===== src/rtl/pipelined_control_unit.sv =====
// RV32I five-stage control path: ID decode, ID/EX, EX/MEM and MEM/WB control registers, EX branch resolution.
// Optional feature: define CTRL_ILLEGAL_TRAP_EN to flag illegal instructions through to illegal_w.
module pipelined_control_unit #(
    parameter int unsigned ALU_CTRL_W = 4,
    parameter int unsigned IMM_SRC_W  = 3
) (
    input  logic                  clk,
    input  logic                  rst,
    input  logic [6:0]            op_d,
    input  logic [2:0]            funct3_d,
    input  logic                  funct7_5_d,
    input  logic                  flush_e,
    input  logic                  zero_e,
    input  logic                  lt_e,
    input  logic                  ltu_e,
    output logic [IMM_SRC_W-1:0]  imm_src_d,
    output logic [ALU_CTRL_W-1:0] alu_ctrl_e,
    output logic                  alu_src_e,
    output logic                  alu_a_pc_e,
    output logic                  pc_src_e,
    output logic                  jalr_e,
    output logic                  mem_write_m,
    output logic [2:0]            funct3_m,
    output logic                  reg_write_m,
    output logic [1:0]            result_src_m,
    output logic                  reg_write_w,
    output logic [1:0]            result_src_w,
    output logic                  illegal_w
);
    localparam int unsigned ALU_W = 4;
    localparam int unsigned IMM_W = 3;
    localparam int unsigned RES_W = 2;
    localparam int unsigned F3_W  = 3;

    localparam logic [6:0] OP_LOAD   = 7'b0000011;
    localparam logic [6:0] OP_STORE  = 7'b0100011;
    localparam logic [6:0] OP_R      = 7'b0110011;
    localparam logic [6:0] OP_I      = 7'b0010011;
    localparam logic [6:0] OP_BRANCH = 7'b1100011;
    localparam logic [6:0] OP_JAL    = 7'b1101111;
    localparam logic [6:0] OP_JALR   = 7'b1100111;
    localparam logic [6:0] OP_LUI    = 7'b0110111;
    localparam logic [6:0] OP_AUIPC  = 7'b0010111;

    localparam logic [ALU_W-1:0] ALU_ADD  = 4'd0;
    localparam logic [ALU_W-1:0] ALU_SUB  = 4'd1;
    localparam logic [ALU_W-1:0] ALU_AND  = 4'd2;
    localparam logic [ALU_W-1:0] ALU_OR   = 4'd3;
    localparam logic [ALU_W-1:0] ALU_XOR  = 4'd4;
    localparam logic [ALU_W-1:0] ALU_SLT  = 4'd5;
    localparam logic [ALU_W-1:0] ALU_SLTU = 4'd6;
    localparam logic [ALU_W-1:0] ALU_SLL  = 4'd7;
    localparam logic [ALU_W-1:0] ALU_SRL  = 4'd8;
    localparam logic [ALU_W-1:0] ALU_SRA  = 4'd9;

    localparam logic [IMM_W-1:0] IMM_I = 3'b000;
    localparam logic [IMM_W-1:0] IMM_S = 3'b001;
    localparam logic [IMM_W-1:0] IMM_B = 3'b010;
    localparam logic [IMM_W-1:0] IMM_J = 3'b011;
    localparam logic [IMM_W-1:0] IMM_U = 3'b100;

    localparam logic [RES_W-1:0] RES_ALU = 2'b00;
    localparam logic [RES_W-1:0] RES_MEM = 2'b01;
    localparam logic [RES_W-1:0] RES_PC4 = 2'b10;
    localparam logic [RES_W-1:0] RES_IMM = 2'b11;

    typedef struct packed {
        logic             reg_write;
        logic [RES_W-1:0] result_src;
        logic             mem_write;
        logic             branch;
        logic             jump;
        logic             jalr;
        logic [ALU_W-1:0] alu_ctrl;
        logic             alu_src;
        logic             alu_a_pc;
        logic [F3_W-1:0]  funct3;
        logic             illegal;
    } ex_ctrl_t;

    typedef struct packed {
        logic             reg_write;
        logic [RES_W-1:0] result_src;
        logic             mem_write;
        logic [F3_W-1:0]  funct3;
        logic             illegal;
    } mem_ctrl_t;

    typedef struct packed {
        logic             reg_write;
        logic [RES_W-1:0] result_src;
        logic             illegal;
    } wb_ctrl_t;

    ex_ctrl_t         dec;
    logic [IMM_W-1:0] imm_src;
    logic             known_op;
    ex_ctrl_t         ex_q;
    mem_ctrl_t        mem_q;
    wb_ctrl_t         wb_q;
    logic             br_cond;

    // alt selects sub (funct3 000) or sra (funct3 101)
    function automatic logic [ALU_W-1:0] alu_from_f3(input logic [F3_W-1:0] f3, input logic alt);
        logic [ALU_W-1:0] a;
        case (f3)
            3'b000:  a = alt ? ALU_SUB : ALU_ADD;
            3'b001:  a = ALU_SLL;
            3'b010:  a = ALU_SLT;
            3'b011:  a = ALU_SLTU;
            3'b100:  a = ALU_XOR;
            3'b101:  a = alt ? ALU_SRA : ALU_SRL;
            3'b110:  a = ALU_OR;
            default: a = ALU_AND;
        endcase
        return a;
    endfunction

    // ID decode
    always_comb begin
        dec        = '0;
        imm_src    = IMM_I;
        known_op   = 1'b1;
        dec.funct3 = funct3_d;
        case (op_d)
            OP_LOAD: begin
                dec.reg_write  = 1'b1;
                dec.alu_src    = 1'b1;
                dec.result_src = RES_MEM;
            end
            OP_STORE: begin
                dec.mem_write = 1'b1;
                dec.alu_src   = 1'b1;
                imm_src       = IMM_S;
            end
            OP_R: begin
                dec.reg_write  = 1'b1;
                dec.result_src = RES_ALU;
                dec.alu_ctrl   = alu_from_f3(funct3_d, funct7_5_d);
            end
            OP_I: begin
                dec.reg_write = 1'b1;
                dec.alu_src   = 1'b1;
                dec.alu_ctrl  = alu_from_f3(funct3_d, funct7_5_d & (funct3_d == 3'b101));
            end
            OP_BRANCH: begin
                dec.branch   = 1'b1;
                dec.alu_ctrl = ALU_SUB;
                imm_src      = IMM_B;
            end
            OP_JAL: begin
                dec.reg_write  = 1'b1;
                dec.jump       = 1'b1;
                dec.result_src = RES_PC4;
                imm_src        = IMM_J;
            end
            OP_JALR: begin
                dec.reg_write  = 1'b1;
                dec.jump       = 1'b1;
                dec.jalr       = 1'b1;
                dec.alu_src    = 1'b1;
                dec.result_src = RES_PC4;
            end
            OP_LUI: begin
                dec.reg_write  = 1'b1;
                dec.result_src = RES_IMM;
                imm_src        = IMM_U;
            end
            OP_AUIPC: begin
                dec.reg_write = 1'b1;
                dec.alu_a_pc  = 1'b1;
                dec.alu_src   = 1'b1;
                imm_src       = IMM_U;
            end
            default: known_op = 1'b0;
        endcase
`ifdef CTRL_ILLEGAL_TRAP_EN
        if (!known_op || (op_d == OP_R && funct7_5_d &&
                          funct3_d != 3'b000 && funct3_d != 3'b101)) begin
            dec         = '0;
            dec.illegal = 1'b1;
            imm_src     = IMM_I;
        end
`else
        if (!known_op) begin
            dec     = '0;
            imm_src = IMM_I;
        end
`endif
    end

    // Stage registers; flush_e only bubbles ID/EX, downstream keeps advancing
    always_ff @(posedge clk or posedge rst) begin
        if (rst) begin
            ex_q  <= '0;
            mem_q <= '0;
            wb_q  <= '0;
        end else begin
            ex_q             <= flush_e ? '0 : dec;
            mem_q.reg_write  <= ex_q.reg_write;
            mem_q.result_src <= ex_q.result_src;
            mem_q.mem_write  <= ex_q.mem_write;
            mem_q.funct3     <= ex_q.funct3;
            mem_q.illegal    <= ex_q.illegal;
            wb_q.reg_write   <= mem_q.reg_write;
            wb_q.result_src  <= mem_q.result_src;
            wb_q.illegal     <= mem_q.illegal;
        end
    end

    // Branch resolution in EX
    always_comb begin
        br_cond = 1'b0;
        case (ex_q.funct3)
            3'b000:  br_cond = zero_e;
            3'b001:  br_cond = ~zero_e;
            3'b100:  br_cond = lt_e;
            3'b101:  br_cond = ~lt_e;
            3'b110:  br_cond = ltu_e;
            3'b111:  br_cond = ~ltu_e;
            default: br_cond = 1'b0;
        endcase
        pc_src_e = ex_q.jump | (ex_q.branch & br_cond);
    end

    assign imm_src_d    = IMM_SRC_W'(imm_src);
    assign alu_ctrl_e   = ALU_CTRL_W'(ex_q.alu_ctrl);
    assign alu_src_e    = ex_q.alu_src;
    assign alu_a_pc_e   = ex_q.alu_a_pc;
    assign jalr_e       = ex_q.jalr;
    assign mem_write_m  = mem_q.mem_write;
    assign funct3_m     = mem_q.funct3;
    assign reg_write_m  = mem_q.reg_write;
    assign result_src_m = mem_q.result_src;
    assign reg_write_w  = wb_q.reg_write;
    assign result_src_w = wb_q.result_src;
    assign illegal_w    = wb_q.illegal;

endmodule


===== config.mk =====
export PLATFORM = sky130hd
export DESIGN_NAME = pipelined_control_unit
export DESIGN_NICKNAME = d
export VERILOG_FILES = /design/src/rtl/pipelined_control_unit.sv
export SDC_FILE = /design/constraint.sdc
export NUM_CORES = 1
export LEC_CHECK = 0
export CAP_MARGIN = 25
export CELL_PAD_IN_SITES_DETAIL_PLACEMENT = 1
export CELL_PAD_IN_SITES_GLOBAL_PLACEMENT = 2
export CORE_MARGIN = 3
export CORE_UTILIZATION = 25
export CTS_CLUSTER_DIAMETER = 80
export CTS_CLUSTER_SIZE = 25
export DETAILED_ROUTE_END_ITERATION = 10
export PLACE_DENSITY = 0.72
export REMOVE_ABC_BUFFERS = 1
export SYNTH_ARGS = -nofsm -noshare
export SYNTH_HDL_FRONTEND = slang
export SYNTH_SLANG_ARGS = --single-unit

===== constraint.sdc =====
create_clock -name clk -period 0.9 [get_ports clk]
set_input_delay 0.135 -clock clk [delete_from_list [all_inputs] [get_ports clk]]
set_output_delay 0.135 -clock clk [all_outputs]
set_load 0.005 [all_outputs]

# Yosys cells after proc, flatten, opt, wreduce, memory -nomap -nowiden
# Index checks and enable logic that the tools add are counted.
dict set report word_totals {
  reg_bits 29
  input_bits 17
}
dict set report op_classes {
  n_eq_ne 20
  mux 21
  bitwise 6
  reduce_logical 7
}
# cell count
set op_table {}
lappend op_table {{one-hot mux 4 bit (7 select lines)} 2}
lappend op_table {{two-way mux 17 bit} 2}
lappend op_table {{== test 3 bit, second input constant} 7}
lappend op_table {{== test 7 x 6 -> 1 bit, second input constant} 3}
lappend op_table {{== test 7 bit, second input constant} 3}
lappend op_table {{== test 7 x 5 -> 1 bit, second input constant} 2}
lappend op_table {{two-way mux 1 bit} 12}
lappend op_table {{one-hot mux 3 bit (4 select lines)} 1}
lappend op_table {{one-hot mux 4 bit (3 select lines)} 1}
lappend op_table {{OR reduction 9 bit} 1}
lappend op_table {{== test 7 x 2 -> 1 bit, second input constant} 1}
lappend op_table {{OR reduction 7 bit} 1}
lappend op_table {{== test 3 x 1 -> 1 bit, second input constant} 2}
lappend op_table {{== test 3 x 2 -> 1 bit, second input constant} 2}
lappend op_table {{zero test 3 bit} 2}
lappend op_table {{one-hot mux 1 bit (6 select lines)} 1}
lappend op_table {{one-hot mux 2 bit (3 select lines)} 1}
lappend op_table {{OR reduction 5 bit} 1}
lappend op_table {{OR reduction 2 bit} 2}
lappend op_table {{two-way mux 3 bit} 1}
lappend op_table {{NOT 1 bit} 3}
lappend op_table {{bitwise AND 1 bit} 2}
lappend op_table {{OR 1 bit} 1}

# Logic depth before layout (Yosys ltp)
dict set report depth {
  depth_word 7
  depth_mapped 4
  depth_no_buf 3
}

# Worst setup path before layout
# No wires, ideal clock.
dict set report synth_timing {
  kind {input to output}
  startpoint {in op_d[4]}
  endpoint {out imm_src_d[1]}
  arrival_ns 0.911
  t_required_ns 0.765
  setup_slack_ns -0.146
  cell_stages 4
  path_cell_list {buf_6 nand2b_4 or2_4 nor4_2}
}
dict set report synth_between {
  elab_chain_cells 4
}
# element line_no
set synth_lines {}
lappend synth_lines {{from (decl)} 9} ;# input logic [6:0] op_d,
lappend synth_lines {{== test 7 x 5 -> 1 bit, or another cell as far along} 125} ;# case (op_d)
lappend synth_lines {{OR reduction 2 bit (no source line) / OR reduction 9 bit (equally long branches)} n/a}
lappend synth_lines {{one-hot mux 3 bit (4 select lines) / two-way mux 1 bit (equally long branches)} 125}
lappend synth_lines {{two-way mux 3 bit (*)} 185} ;# if (!known_op) begin
lappend synth_lines {{to (decl)} 16} ;# output logic [IMM_SRC_W-1:0] imm_src_d,
# Mark *: on every way between the ends. The rest lies on a longest branch, timed or not.

# Worst setup path in the final report
dict set report layout_timing {
  startpoint {reg ex_q[3] (netlist name)}
  endpoint {out pc_src_e}
}
dict set report layout_between {
  elab_chain_cells 4
}
# element line_no
set layout_lines {}
lappend layout_lines {{from (decl)} 98} ;# ex_ctrl_t ex_q;
lappend layout_lines {{from (signal assigned)} 199} ;# ex_q <= flush_e ? '0 : dec;
lappend layout_lines {{== test 3 bit, or another cell as far along} 214} ;# case (ex_q.funct3)
lappend layout_lines {{one-hot mux 1 bit (6 select lines) (*)} 214}
lappend layout_lines {{bitwise AND 1 bit (*)} 223} ;# pc_src_e = ex_q.jump | (ex_q.branch & br_cond);
lappend layout_lines {{OR 1 bit (*)} 223}
lappend layout_lines {{to (decl)} 20} ;# output logic pc_src_e,
# Marked as above.

==> impl_metrics.yaml <==
layout:
  nNetsFinal: 176
  fillCellCount: 461
  n_antenna_cell: 0
  syn2layout_area_growth_pct: 59.1
  drive_above_1_share_pct: 51.9
  fin_util_pct: 43.3
cts:
  postCtsHoldBufs: 0
  cts_tree: "built"
  clk_latency_ps: 270
  cts_max_level: 1
  cts_made_buffers: 3
  clockRootBuffer: "clkbuf_8"
  path_clk_slew_ps: 80
  clock-sinks: 26
  clockBufferDepth: 2
flow_run:
  cap_violations: 0
place:
  preCtsSetupSlack_ps: -1030
  hpwl_mm: 1.97
  portBuffers: 37
  gp_congestion: 0.833
yosys:
  synthFlopType: "dfrtp_1"
  synth.largest_area_cell: "dfrtp_1"
  synth.area.top_cells: "dfrtp_1 (57%), buf_4 (4.6%), nor3b_2 (3.3%), nor2_1 (3.0%), mux2i_1 (2.6%)"
  ys_types: 34
  syn_avg_cell_area_um2: 11.5
  synth.most_common_cell: "dfrtp_1"
  synth-edff-count: 0
  synth_top_area_share_pct: 57.0
  syn-instance-count: 99
  netlist_top_cells_count: "dfrtp_1 (26), nor2_1 (9), buf_4 (7), nand2_1 (7)"
  postSynth.asyncResetShare_pct: 100
  yosysSeqAreaShare_pct: 57.0
  netlist_area_mm2: 0.00114
  yosysWarnings: 0
  ys_ff_latch: 26
floorplan:
  die_y_um: 73.6
  initial_utilization_pct: 27.2
  die_w_um: 73.6
  coreArea_mm2: 0.00420
  pin_count: 39
  die-area_mm2: 0.00542
  fp-row-count: 23
timing:
  fin_crit_ps: 1380
  period_share_pct: 153
  setup-violations-final: 9
  rsz0062_at_grt: "yes"
  slew_violations: 0
  fin_skew_ps: 2.64
  worst_slack_ps: -480
  fmax_ghz: 0.725
  hold_viol: 0
global_route:
  grt_pass1_wl_mm: 4.55
  antenna_found_initial: 0
  grt_use_total_pct: 10.8
  grt_pass1_vias: 1002
  overflow: 0
  grt_max_degree: 27
routing:
  via_per_inst: 4.44
  dr_total_vias: 924
  wl_per_cell_um: 13.2
  drc: 0
  drtIter0Drc: 27
  wl_mm: 2.75
  antenna_left: 0
  first_pass_iters: 2
setup_path:
  cp_data_arrival_time_ps: 1240
  crit_type: "flip-flop to primary output"
  worstSetupStartpointType: "flip-flop"
  cp_top_family: "flip-flops"
  critPathRequiredTime_ps: 760
  critical_path.n_buffers_inverters: 1
  critPathMaxStageDelay_ps: 390
  path_cells: "mux2i_1 -> xor2_1 -> o21ai_1 -> buf_2"
  cp-end-kind: "primary output"
  slowest_stage: "dfrtp_1"
  cp_max_fo: 2
hold_path:
  min_path_type: "input pin to flip-flop"
power:
  p_per_area_mw_per_mm2: 1380
  total_power_mw: 2.50
  ir_drop_mv: 0.501
  power_leakage_nw: 0.915
status:
  status: "finished, violations left"
  violations: "setup timing"
==> placed cells by master (no fill, tap or decap), drive strengths merged, types with 2 or more instances in the layout <==
master / Yosys / layout
nand3: 3 / 3
a21oi: 4 / 4
inv: 2 / 2
or2: 3 / 3
nor2: 9 / 9
buf: 9 / 53
or3: 2 / 2
dlymetal6s2s: 0 / 2
clkbuf: 0 / 3
xor2: 3 / 3
dfrtp: 26 / 26
clkdlybuf4s50: 0 / 6
nand2: 7 / 7
clkdlybuf4s15: 0 / 2
nor3b: 4 / 4
mux2i: 3 / 3
nor2b: 3 / 3
o21ai: 2 / 2
nor3: 4 / 4
a211oi: 2 / 2
nand2b: 2 / 2
==> sequential cells by signal, summed over array words and instances, names as in the netlist <==
name	flops
jalr_e	1
alu_ctrl_e	4
mem_write_m	1
result_src_w	2
funct3_m	3
ex_q	9
alu_a_pc_e	1
reg_write_w	1
result_src_m	2
alu_src_e	1
reg_write_m	1
==> final cells by class <==
type / count / area (um^2) / area share, %
multi-input combinational: 62 / 488 / 26.8
sequential: 26 / 651 / 35.8
timing repair buffer: 64 / 536 / 29.5
inverter: 2 / 10.0 / 0.551
tap: 50 / 62.6 / 3.44
clock inverter: 1 / 30.0 / 1.65
clock buffer: 3 / 41.3 / 2.27
==> metal layers <==
layer | wire [um] | GRT usage, % | vias up
met3 | 162 | 2.05 | 6
met4 | 76 | 6.04 | 0
met2 | 1400 | 18.1 | 32
met1 | 1110 | 12.9 | 438
li1 | - | - | 448
met5 | 0 | 0 | -
==> power by group <==
group / internal (mW) / switching, mW
clock: 0.595 / 0.343
sequential: 1.18 / 0.00321
combinational: 0.219 / 0.168
total: 1.99 / 0.515
==> per-stage QoR <==
stage,cell area (um^2),setup TNS [ps],hold WS [ps],cells
finish,1820,-725,184,208
global route,1820,-1450,206,208
CTS,1770,-844,208,207
detailed placement,1630,-13710,336,192
global placement,1630,-13330,333,192
floorplan,1070,-105,175,90
==> worst paths after layout <==
kind / from / end / slack [ps] / depth (start not counted)
setup reg to reg: ex_q[3] / funct3_m[2] / 250 / 1
max in group asynchronous: rst / alu_ctrl_e[0] / 560 / 3
hold reg to reg: ex_q[14] / result_src_m[0] / 360 / 0
min in group asynchronous: rst / result_src_w[1] / 200 / 3
hold / removal: funct3_d[1] / alu_ctrl_e[3] / 180 / 2
setup / recovery: ex_q[3] / pc_src_e / -480 / 4
==> timing repair <==
item                                    CTS  global route
endpoints found under the setup margin   37            29
setup buffers                            11             1
pin swaps                                16             7
resized for setup                       143            11
==> cell families after synthesis <==
logic type,after synthesis,share of synthesized area [%]
buffers and inverters,11,6.68
other,1,0.328
muxes,3,2.63
DFF,26,57.0
and+or+nand+nor,42,22.5
AOI/OAI and AO/OA,13,8.65
xor gates and xnor gates,3,2.30
Power figures use the tool's default switching activity.
